### config.mk
export PLATFORM = sky130hd
export DESIGN_NAME = trig_seq_gen
export DESIGN_NICKNAME = d
export VERILOG_FILES = /design/src/rtl/trig_seq_gen.sv
export SDC_FILE = /design/constraint.sdc
export NUM_CORES = 1
export LEC_CHECK = 0
export BUFFER_PORTS_ARGS = -buffer_cell sky130_fd_sc_hd__buf_2
export CELL_PAD_IN_SITES_DETAIL_PLACEMENT = 0
export CELL_PAD_IN_SITES_GLOBAL_PLACEMENT = 1
export CORE_MARGIN = 2
export CORE_UTILIZATION = 31
export DETAILED_ROUTE_END_ITERATION = 8
export HOLD_SLACK_MARGIN = 0.02
export PLACE_DENSITY_LB_ADDON = 0.1
export SYNTH_ARGS = -nofsm -noshare
export SYNTH_HDL_FRONTEND = slang
export SYNTH_SLANG_ARGS = --single-unit
### constraint.sdc
create_clock -name clk -period 2.78 [get_ports clk]
set_input_delay 0.556 -clock clk [delete_from_list [all_inputs] [get_ports clk]]
set_output_delay 0.556 -clock clk [all_outputs]
set_load 0.02 [all_outputs]
### src/rtl/trig_seq_gen.sv
// -----------------------------------------------------------------------------
// trig_seq_gen
// Directed stimulus sequencer feeding 128-bit plaintext words into the AES core
// over a valid/ready handshake. It plays a fixed 4-word sequence (W0..W3)
// rep_cfg times, with gap_cfg idle cycles after every accepted word except the
// last. It is the producer of the sequence watched by the state-sequence
// trigger monitor.
//
// Ports
//   clk       : single clock, rising edge
//   rst       : synchronous active-high reset
//   start     : one-cycle start request, sampled only in IDLE
//   abort     : synchronous abort, priority just below rst
//   gap_cfg   : idle cycles between accepted words (latched at start)
//   rep_cfg   : number of full 4-word sequences (latched at start)
//   pt_valid  : plaintext word valid
//   pt_data   : plaintext word (0 whenever no word is presented)
//   pt_ready  : core accepts the word when pt_valid & pt_ready at an edge
//   word_idx  : index 0..3 of the word currently presented
//   busy      : high in SEND and GAP
//   done      : one-cycle pulse after the last word of the last repeat
//   aborted   : one-cycle pulse when abort takes effect
// -----------------------------------------------------------------------------
module trig_seq_gen #(
   parameter int           GAP_W = 8,
   parameter int           REP_W = 4,
   parameter logic [127:0] W0    = 128'h3243f6a8_885a308d_313198a2_e0370734,
   parameter logic [127:0] W1    = 128'h00112233_44556677_8899aabb_ccddeeff,
   parameter logic [127:0] W2    = 128'h0,
   parameter logic [127:0] W3    = 128'h1
) (
   input  logic             clk,
   input  logic             rst,
   input  logic             start,
   input  logic             abort,
   input  logic [GAP_W-1:0] gap_cfg,
   input  logic [REP_W-1:0] rep_cfg,
   output logic             pt_valid,
   output logic [127:0]     pt_data,
   input  logic             pt_ready,
   output logic [1:0]       word_idx,
   output logic             busy,
   output logic             done,
   output logic             aborted
);

   typedef enum logic [1:0] {
      ST_IDLE = 2'd0,
      ST_SEND = 2'd1,
      ST_GAP  = 2'd2,
      ST_FIN  = 2'd3
   } state_t;

   localparam logic [GAP_W-1:0] GAP_ONE = {{(GAP_W-1){1'b0}}, 1'b1};
   localparam logic [REP_W-1:0] REP_ONE = {{(REP_W-1){1'b0}}, 1'b1};

   state_t           state_r;
   logic [GAP_W-1:0] gap_r;      // latched gap configuration
   logic [GAP_W-1:0] gap_cnt_r;  // cycles left in the current gap
   logic [REP_W-1:0] rep_cnt_r;  // sequences still to be completed
   logic             hs_s;

   // Sequence word for a given index.
   function automatic logic [127:0] word_at(input logic [1:0] idx);
      logic [127:0] w;
      case (idx)
         2'd0:    w = W0;
         2'd1:    w = W1;
         2'd2:    w = W2;
         2'd3:    w = W3;
         default: w = 128'h0;
      endcase
      return w;
   endfunction

   // Handshake: valid is only ever high in SEND.
   assign hs_s = pt_valid & pt_ready;

   // Sequencer FSM with registered outputs.
   always_ff @(posedge clk) begin
      if (rst) begin
         state_r   <= ST_IDLE;
         gap_r     <= '0;
         gap_cnt_r <= '0;
         rep_cnt_r <= '0;
         pt_valid  <= 1'b0;
         pt_data   <= 128'h0;
         word_idx  <= 2'd0;
         busy      <= 1'b0;
         done      <= 1'b0;
         aborted   <= 1'b0;
      end else if (abort && (state_r != ST_IDLE)) begin
         state_r   <= ST_IDLE;
         gap_cnt_r <= '0;
         rep_cnt_r <= '0;
         pt_valid  <= 1'b0;
         pt_data   <= 128'h0;
         word_idx  <= 2'd0;
         busy      <= 1'b0;
         done      <= 1'b0;
         aborted   <= 1'b1;
      end else begin
         done    <= 1'b0;
         aborted <= 1'b0;
         case (state_r)
            ST_IDLE: begin
               // abort in IDLE suppresses start but raises no pulse
               if (start && !abort) begin
                  gap_r <= gap_cfg;
                  if (rep_cfg != '0) begin
                     state_r   <= ST_SEND;
                     rep_cnt_r <= rep_cfg;
                     pt_valid  <= 1'b1;
                     pt_data   <= W0;
                     word_idx  <= 2'd0;
                     busy      <= 1'b1;
                  end else begin
                     state_r <= ST_FIN;
                     done    <= 1'b1;
                  end
               end
            end
            ST_SEND: begin
               if (hs_s) begin
                  if (word_idx == 2'd3) begin
                     word_idx  <= 2'd0;
                     rep_cnt_r <= rep_cnt_r - REP_ONE;
                     if (rep_cnt_r == REP_ONE) begin
                        state_r  <= ST_FIN;
                        pt_valid <= 1'b0;
                        pt_data  <= 128'h0;
                        busy     <= 1'b0;
                        done     <= 1'b1;
                     end else if (gap_r != '0) begin
                        state_r   <= ST_GAP;
                        gap_cnt_r <= gap_r;
                        pt_valid  <= 1'b0;
                        pt_data   <= 128'h0;
                     end else begin
                        pt_data <= W0;
                     end
                  end else begin
                     word_idx <= word_idx + 2'd1;
                     if (gap_r != '0) begin
                        state_r   <= ST_GAP;
                        gap_cnt_r <= gap_r;
                        pt_valid  <= 1'b0;
                        pt_data   <= 128'h0;
                     end else begin
                        pt_data <= word_at(word_idx + 2'd1);
                     end
                  end
               end
            end
            ST_GAP: begin
               // leaving when the count reads 1 gives exactly gap_r valid-low cycles
               if (gap_cnt_r == GAP_ONE) begin
                  state_r   <= ST_SEND;
                  gap_cnt_r <= '0;
                  pt_valid  <= 1'b1;
                  pt_data   <= word_at(word_idx);
               end else begin
                  gap_cnt_r <= gap_cnt_r - GAP_ONE;
               end
            end
            ST_FIN: begin
               state_r <= ST_IDLE;
            end
            default: begin
               state_r  <= ST_IDLE;
               pt_valid <= 1'b0;
               pt_data  <= 128'h0;
               word_idx <= 2'd0;
               busy     <= 1'b0;
            end
         endcase
      end
   end

endmodule
==> results of run 1 <==
-- flip-flops by register name, summed over array words and instances (netlist names) --
name,count
gap_r,8
busy,1
gap_cnt_r,8
rep_cnt_r,4
word_idx,2
pt_valid,1
aborted,1
state_r,2
pt_data,4
done,1
-- cell type report --
type / count / share of cell area, %
inverters: 17 / 2.25
clock buffers: 7 / 3.04
clock inverters: 1 / 0.265
repair buffers: 118 / 21.3
flip-flops and latches: 32 / 22.6
multi-input cells: 219 / 45.9
well taps: 108 / 4.76
-- cells in the final DEF (no fill, tap or decap), drive strengths merged, types with 3 or more instances in the layout --
master	netlist	final
buf	124	118
nand2	41	41
conb	1	37
dfxtp	32	32
a21oi	25	25
o21ai	23	23
inv	15	15
nor2	14	14
ha	14	14
nand3	11	11
clkbuf	8	7
nor4	5	5
o211ai	4	4
nand2b	3	3
nor3	3	3
a211oi	3	3
o2111ai	3	3
-- synthesized netlist by cell type (3+ instances only) --
| library cell | n |
|---|---|
| sky130_fd_sc_hd__nor3_1 | 3 |
| sky130_fd_sc_hd__nor4_1 | 4 |
| sky130_fd_sc_hd__clkbuf_1 | 8 |
| sky130_fd_sc_hd__nand3_1 | 11 |
| sky130_fd_sc_hd__buf_4 | 124 |
| sky130_fd_sc_hd__dfxtp_1 | 32 |
| sky130_fd_sc_hd__ha_1 | 14 |
| sky130_fd_sc_hd__inv_1 | 15 |
| sky130_fd_sc_hd__nor2_1 | 14 |
| sky130_fd_sc_hd__nand2b_1 | 3 |
| sky130_fd_sc_hd__o211ai_1 | 4 |
| sky130_fd_sc_hd__nand2_1 | 41 |
| sky130_fd_sc_hd__o21ai_0 | 20 |
| sky130_fd_sc_hd__a21oi_1 | 24 |
-- power by group --
group | internal (mW) | switching (mW)
Sequential | 0.545 | 0.138
Combinational | 0.579 | 1.16
Clock | 0.201 | 0.187
-- routing by layer --
layer	up-vias	routed length, um	global-route usage, %
met1	1005	2810	15.4
met4	0	102	4.85
met2	113	2810	20.0
li1	1132	-	-
met5	-	0	0
met3	11	351	2.25
-- logic make-up (layout without fill, tap and decap cells) --
logic type	count (synthesis)	in the layout	share of synthesized area, %
adders and majority gates	14	14	6.19
buffers and inverters	149	143	36.2
and+or+nand+nor	92	92	17.1
DFF	32	32	22.6
AOI/OAI and AO/OA	74	74	17.0
other	1	37	0.132
muxes	2	2	0.707
-- how the worst max path moves through the flow --
| stage | end | slack (ns) | cells past startpoint |
|---|---|---|---|
| 2_1_floorplan | state_r[0] | 0.81 | 6 |
| 3_3_place_gp | pt_valid | 0.58 | 6 |
| 3_5_place_dp | pt_valid | 0.57 | 6 |
| 4_1_cts | pt_valid | 0.55 | 6 |
| 5_1_grt | pt_valid | 0.45 | 6 |
| 6_report | pt_valid | 0.58 | 6 |
-- critical path, cell delays in order (launching register included) --
cell and delay [ns]:
sky130_fd_sc_hd__dfxtp_1 0.47, sky130_fd_sc_hd__ha_1 0.21, sky130_fd_sc_hd__or3b_2 0.53, sky130_fd_sc_hd__o21ai_4 0.31, sky130_fd_sc_hd__nand4b_4 0.22, sky130_fd_sc_hd__o211ai_1 0.22
sky130_fd_sc_hd__o31ai_1 0.09
==> results_tabular.tex, run 1 <==
\begin{tabular}{lr}
\hline
Metric & Value \\
\hline
\multicolumn{2}{l}{\textbf{Logic synthesis}} \\
Post-synth top flop & sky130\_fd\_sc\_hd\_\_dfxtp\_1 \\
Async set-reset flop share out of synthesis & 0\% \\
Area contributors post-synth & sky130\_fd\_sc\_hd\_\_buf\_4, sky130\_fd\_sc\_hd\_\_dfxtp\_1, sky130\_fd\_sc\_hd\_\_ha\_1, sky130\_fd\_sc\_hd\_\_nand2\_1, sky130\_fd\_sc\_hd\_\_a21oi\_1 \\
Synth unique cells & 53 \\
Avg Inst Size Synth & 7.78 um\^{}2 \\
Synth Register Bits & 32 \\
Yosys warning total & 0 \\
Library cell occupying the most area in the post-synthesis netlist & sky130\_fd\_sc\_hd\_\_buf\_4 \\
Sequential element share of the synthesized area & 22.6\% \\
Number of enable flip-flop cells after synthesis & 0 \\
Count of mapped cells out of synthesis & between 300 and 400 \\
Share of Yosys cell area claimed by the top area cell type & about a third \\
Post-synthesis instance area & between 2000 and 3000 um\^{}2 \\
\multicolumn{2}{l}{\textbf{Placed design}} \\
RD Place Congestion & 0.754 \\
Post-DP HPWL & around 4700 um \\
Port buffer count & $\sim$110 \\
Cell total after placement & roughly 490 \\
Placement Setup Slack & 0.574 ns \\
Placed Instance Area & around 2700 um\^{}2 \\
\multicolumn{2}{l}{\textbf{Routing}} \\
Post-Route WL & about 6100 um \\
Average detailed-routed wire length per instance & approximately 12 um \\
Count of nets left with antenna violations after detail routing & 0 \\
Total vias in the final route & roughly 2300 \\
Via-per-instance ratio & 4.50 \\
Number of design rule violations left after detail routing & 0 \\
First DRT Iteration DRCs & 66 \\
DR pass1 iterations & 4 \\
\multicolumn{2}{l}{\textbf{Critical path}} \\
Arrival time of the worst setup path & 2.34 ns \\
Critical path startpoint category & flop \\
Maximum fanout encountered on the critical timing path & 10 \\
R2R Path End & pt\_valid \\
Worst R2R Start & gap\_cnt\_r[0] \\
Critical Path Start & gap\_cnt\_r[0] \\
Critical Path Sink Type & flop \\
Reg-to-reg setup timing slack & 0.58 ns \\
WP data required & 2.92 ns \\
Kind of critical path & flop to flop \\
Path depth of the worst reg2reg path & 6 \\
\multicolumn{2}{l}{\textbf{Floorplan}} \\
Die area & about 10000 um\^{}2 \\
Die Width & about 100 um \\
Floorplan Core Area & 8810 um\^{}2 \\
FP Rows & 34 \\
Number of primary I/O pins & 151 \\
Starting density of the core & around 32\% \\
Die Y-Extent & 99.6 um \\
\multicolumn{2}{l}{\textbf{STA}} \\
Achievable frequency & $\sim$0.46 GHz \\
Pins Over Slew Limit & 0 \\
Setup TNS & 0 ns \\
Setup-violating endpoint count in the final report & 0 \\
Fin crit period & between 2 and 2.5 ns \\
Actual slew at the worst max-slew pin & 0.781 ns \\
Unrepaired setup endpoints after global routing & false \\
Final worst hold slack & 0.472 ns \\
Setup ws final & a little under 0.6 ns \\
Clock Skew & about 0.018 ns \\
Worst slew margin & between 40 and 50\% \\
Period utilisation layout & between 70 and 80\% \\
Final hold violation count & 0 \\
\multicolumn{2}{l}{\textbf{Layout}} \\
Number of antenna diodes & 0 \\
Final Instance Area & 2840 um\^{}2 \\
FF+latch area & roughly 640 um\^{}2 \\
Total Nets Final & around 420 \\
Area growth, synth to finish & 0.221\% \\
Fraction of final layout cells sized beyond drive strength 1 & 34.8\% \\
Number of fill cells in the layout & around 950 \\
Post-route core utilization & roughly a third \\
Multi-input gate area in the final layout & 1300 um\^{}2 \\
Non-filler instance count after layout & roughly 500 \\
\multicolumn{2}{l}{\textbf{Min path}} \\
Start point of the worst hold path & pt\_data[0] \\
Path type of the worst min-delay path & flop to flop \\
Endpoint, Worst Hold & pt\_data[0] \\
Worst hold stages & 2 \\
\multicolumn{2}{l}{\textbf{Clocking}} \\
Depth of the CTS H-tree & 2 \\
Number of clock buffers inserted by TritonCTS & 5 \\
Clock Tree Root & sky130\_fd\_sc\_hd\_\_clkbuf\_8 \\
Insertion delay to the later sink of the worst-skew pair & $\sim$0.30 ns \\
Clock Tree Buf Depth & 2 \\
Clock Sinks & 32 \\
CTS tree & done \\
Number of buffers added to fix hold violations after cts & 0 \\
Number of post-CTS setup repair buffers & 0 \\
Total of cells resized after clock tree synthesis & 0 \\
Clock transition at path regs & 0.08 ns \\
\multicolumn{2}{l}{\textbf{Pwr}} \\
Total Power & around 2.8 mW \\
Total power density per cell area & around 990 nW/um\^{}2 \\
Peak supply drop & roughly 0.29 mV \\
Leak Pwr & around 1.4 nW \\
\multicolumn{2}{l}{\textbf{Global route}} \\
Largest net degree at the start of global routing & 39 \\
Vias in the first global route & approximately 1900 \\
Total global routing track utilization & about 12\% \\
Global-route wire length before repair & approximately 9500 um \\
Leftover overflow at the end of global routing & 0 \\
Number of antenna violations at the first check in global routing & 0 \\
\multicolumn{2}{l}{\textbf{Outcome}} \\
Run status & complete, no violations \\
\multicolumn{2}{l}{\textbf{Run}} \\
Reported max-cap violation count & 0 \\
\hline
\end{tabular}
Power figures use the tool's default switching activity.
==> run 2, diff against run 1 <==
==> constraint.sdc (replaced) <==
create_clock -name clk -period 2.3 [get_ports clk]
set_input_delay 0.46 -clock clk [delete_from_list [all_inputs] [get_ports clk]]
set_output_delay 0.46 -clock clk [all_outputs]
set_load 0.02 [all_outputs]
==> run 2 against run 1 <==
Compared with the run above: sequential power is 21% higher; global-route usage increased by 0.18 points; via count increased by 1.1%; critical path depth unchanged; routed wire length grew 3.3%; sequential share of layout area is 0.46 points lower; hold slack lost 0.068 ns; critical endpoint is now state_r[0]; largest cell class unchanged.
==> results_tabular.tex, run 2 (same netlist as run 1, synthesis figures left out) <==
\begin{tabular}{lr}
\hline
Metric & Value \\
\hline
\multicolumn{2}{l}{\textbf{Outcome}} \\
Run status & complete, no violations \\
\multicolumn{2}{l}{\textbf{Placed design}} \\
Placement Setup Slack & 0.295 ns (-0.278 ns) \\
Post-DP HPWL & 4850 um (+3.3\%) \\
RD Place Congestion & 0.780 (+3.5\%) \\
Port buffer count & 113 (unchanged) \\
\multicolumn{2}{l}{\textbf{Clocking}} \\
Clock Tree Root & sky130\_fd\_sc\_hd\_\_clkbuf\_8 \\
Clock transition at path regs & 0.08 ns (about the same) \\
Depth of the CTS H-tree & 2 (unchanged) \\
Number of post-CTS setup repair buffers & 0 (unchanged) \\
Number of clock buffers inserted by TritonCTS & 5 (unchanged) \\
Clock Tree Buf Depth & 2 (unchanged) \\
Total of cells resized after clock tree synthesis & 0 (unchanged) \\
Clock Sinks & 32 (unchanged) \\
Insertion delay to the later sink of the worst-skew pair & 0.29 ns (about the same) \\
CTS tree & done \\
Number of buffers added to fix hold violations after cts & 0 (unchanged) \\
\multicolumn{2}{l}{\textbf{Floorplan}} \\
Floorplan Core Area & 8810 um\^{}2 (unchanged) \\
Die Width & 99.6 um (unchanged) \\
Die Y-Extent & 99.6 um (unchanged) \\
Die area & 9910 um\^{}2 (unchanged) \\
FP Rows & 34 (unchanged) \\
Number of primary I/O pins & 151 (unchanged) \\
Starting density of the core & 32.2\% (unchanged) \\
\multicolumn{2}{l}{\textbf{Global route}} \\
Global-route wire length before repair & 9750 um (+2.1\%) \\
Number of antenna violations at the first check in global routing & 0 (unchanged) \\
Vias in the first global route & 1943 (+1.1\%) \\
Total global routing track utilization & 12.2\% (+0.18 points) \\
Leftover overflow at the end of global routing & 0 (unchanged) \\
Largest net degree at the start of global routing & 38 (-2.6\%) \\
\multicolumn{2}{l}{\textbf{STA}} \\
Pins Over Slew Limit & 0 (unchanged) \\
Worst slew margin & 60.3\% (+12 points) \\
Final hold violation count & 0 (unchanged) \\
Fin crit period & 2.02 ns (-0.179 ns) \\
Achievable frequency & 0.496 GHz (+8.9\%) \\
Clock Skew & 0.00818 ns (-0.00960 ns) \\
Setup ws final & 0.282 ns (-0.301 ns) \\
Setup TNS & 0 ns (unchanged) \\
Final worst hold slack & 0.404 ns (-0.0678 ns) \\
Setup-violating endpoint count in the final report & 0 (unchanged) \\
Period utilisation layout & 87.7\% (+8.7 points) \\
Actual slew at the worst max-slew pin & 0.595 ns (-0.185 ns) \\
Unrepaired setup endpoints after global routing & false \\
\multicolumn{2}{l}{\textbf{Routing}} \\
Total vias in the final route & 2286 (+1.1\%) \\
Number of design rule violations left after detail routing & 0 (unchanged) \\
Count of nets left with antenna violations after detail routing & 0 (unchanged) \\
Post-Route WL & 6270 um (+3.3\%) \\
Highest metal layer used by the detailed router & met4 \\
Wl on met1 & 3010 um (+7.3\%) \\
DR pass1 iterations & 4 (unchanged) \\
Met2 WL post-DR & 2780 um (-0.89\%) \\
Via-per-instance ratio & 4.48 (-0.48\%) \\
First DRT Iteration DRCs & 123 (+86\%) \\
Average detailed-routed wire length per instance & 12.3 um (+1.7\%) \\
Wire length on met3 & 352 um (+0.28\%) \\
\multicolumn{2}{l}{\textbf{Layout}} \\
Commonest cells after routing, fill and taps aside & sky130\_fd\_sc\_hd\_\_buf\_2, sky130\_fd\_sc\_hd\_\_nand2\_1, sky130\_fd\_sc\_hd\_\_conb\_1, sky130\_fd\_sc\_hd\_\_dfxtp\_1, sky130\_fd\_sc\_hd\_\_a21oi\_1 \\
Commonest non-fill, non-tap cell in the layout & sky130\_fd\_sc\_hd\_\_buf\_2 \\
Registers with the most flip-flops & gap\_cnt\_r (8), gap\_r (8) \\
Area growth, synth to finish & 2.30\% \\
Number of antenna diodes & 0 (unchanged) \\
Total Nets Final & 432 (+1.9\%) \\
Post-route core utilization & 32.9\% (+0.67 points) \\
Number of fill cells in the layout & 966 (+2.1\%) \\
Fraction of final layout cells sized beyond drive strength 1 & 36.3\% (+1.5 points) \\
\multicolumn{2}{l}{\textbf{Pwr}} \\
Total power density per cell area & 1190 nW/um\^{}2 (+20\%) \\
Leak Pwr & 1.47 nW (+3.2\%) \\
Total Power & 3.43 mW (+22\%) \\
Peak supply drop & 0.358 mV (+22\%) \\
\multicolumn{2}{l}{\textbf{Critical path}} \\
Maximum fanout encountered on the critical timing path & 6 (-4) \\
Kind of critical path & flop to flop \\
Critical Path Sink Type & flop \\
WP data required & 2.47 ns (-0.45 ns) \\
Critical path startpoint category & flop \\
Arrival time of the worst setup path & 2.19 ns (-0.15 ns) \\
\multicolumn{2}{l}{\textbf{Run}} \\
Reported max-cap violation count & 0 (unchanged) \\
\multicolumn{2}{l}{\textbf{Min path}} \\
Path type of the worst min-delay path & primary input to flop \\
\hline
\end{tabular}
run 2: cell count changes in the layout (fill, tap and decap cells not counted), sizes merged:
| cell | delta |
|---|---|
| buf | +8 |
| clkbuf | -1 |
| clkinv | +2 |
| clkinvlp | -1 |
run 2: critical path, stage by stage (launching register included):
cell and delay (ns):
sky130_fd_sc_hd__dfxtp_1 0.46, sky130_fd_sc_hd__ha_1 0.20, sky130_fd_sc_hd__or3b_2 0.53, sky130_fd_sc_hd__o21ai_4 0.22
sky130_fd_sc_hd__and2_4 0.19, sky130_fd_sc_hd__nor4b_2 0.22, sky130_fd_sc_hd__a211oi_2 0.07
run 2: per-stage QoR:
stage / cells / cell area [um^2]
after global routing: 510 / 2900
final: 510 / 2900
after CTS: 510 / 2900
after detailed placement: 502 / 2800
after global placement: 502 / 2800
after floorplan: 400 / 2970
run 2: report_power, final:
group	internal [mW]	leakage, nW	switching, mW	total, mW
clock network	0.239	0.0510	0.233	0.472
registers	0.658	0.260	0.166	0.824
logic	0.723	1.16	1.41	2.14
run 2: cell type report:
type                       instances  area [um^2]  area share [%]
multi-input combinational        219         1300            44.9
timing repair buffer             126          663            22.9
sequential                        32          641            22.1
tap                              108          135            4.67
clock buffer                       6         82.6            2.85
inverter                          17         63.8            2.20
clock inverter                     2         10.0           0.346
run 2: final timing paths:
check / from / end / slack (ns) / depth (start not counted)
min reg2reg: pt_data[0] / pt_data[0] / 0.47 / 2
max reg2reg: gap_cnt_r[0] / state_r[0] / 0.28 / 6
max: gap_cnt_r[0] / state_r[0] / 0.28 / 6
min: gap_cfg[4] / gap_r[4] / 0.40 / 3
run 2: metal layers:
layer / track usage (%) / vias to the layer above
li1: - / 1140
met4: 4.74 / 0
met5: 0 / -
met2: 18.8 / 108
met3: 2.46 / 10
met1: 16.8 / 1028
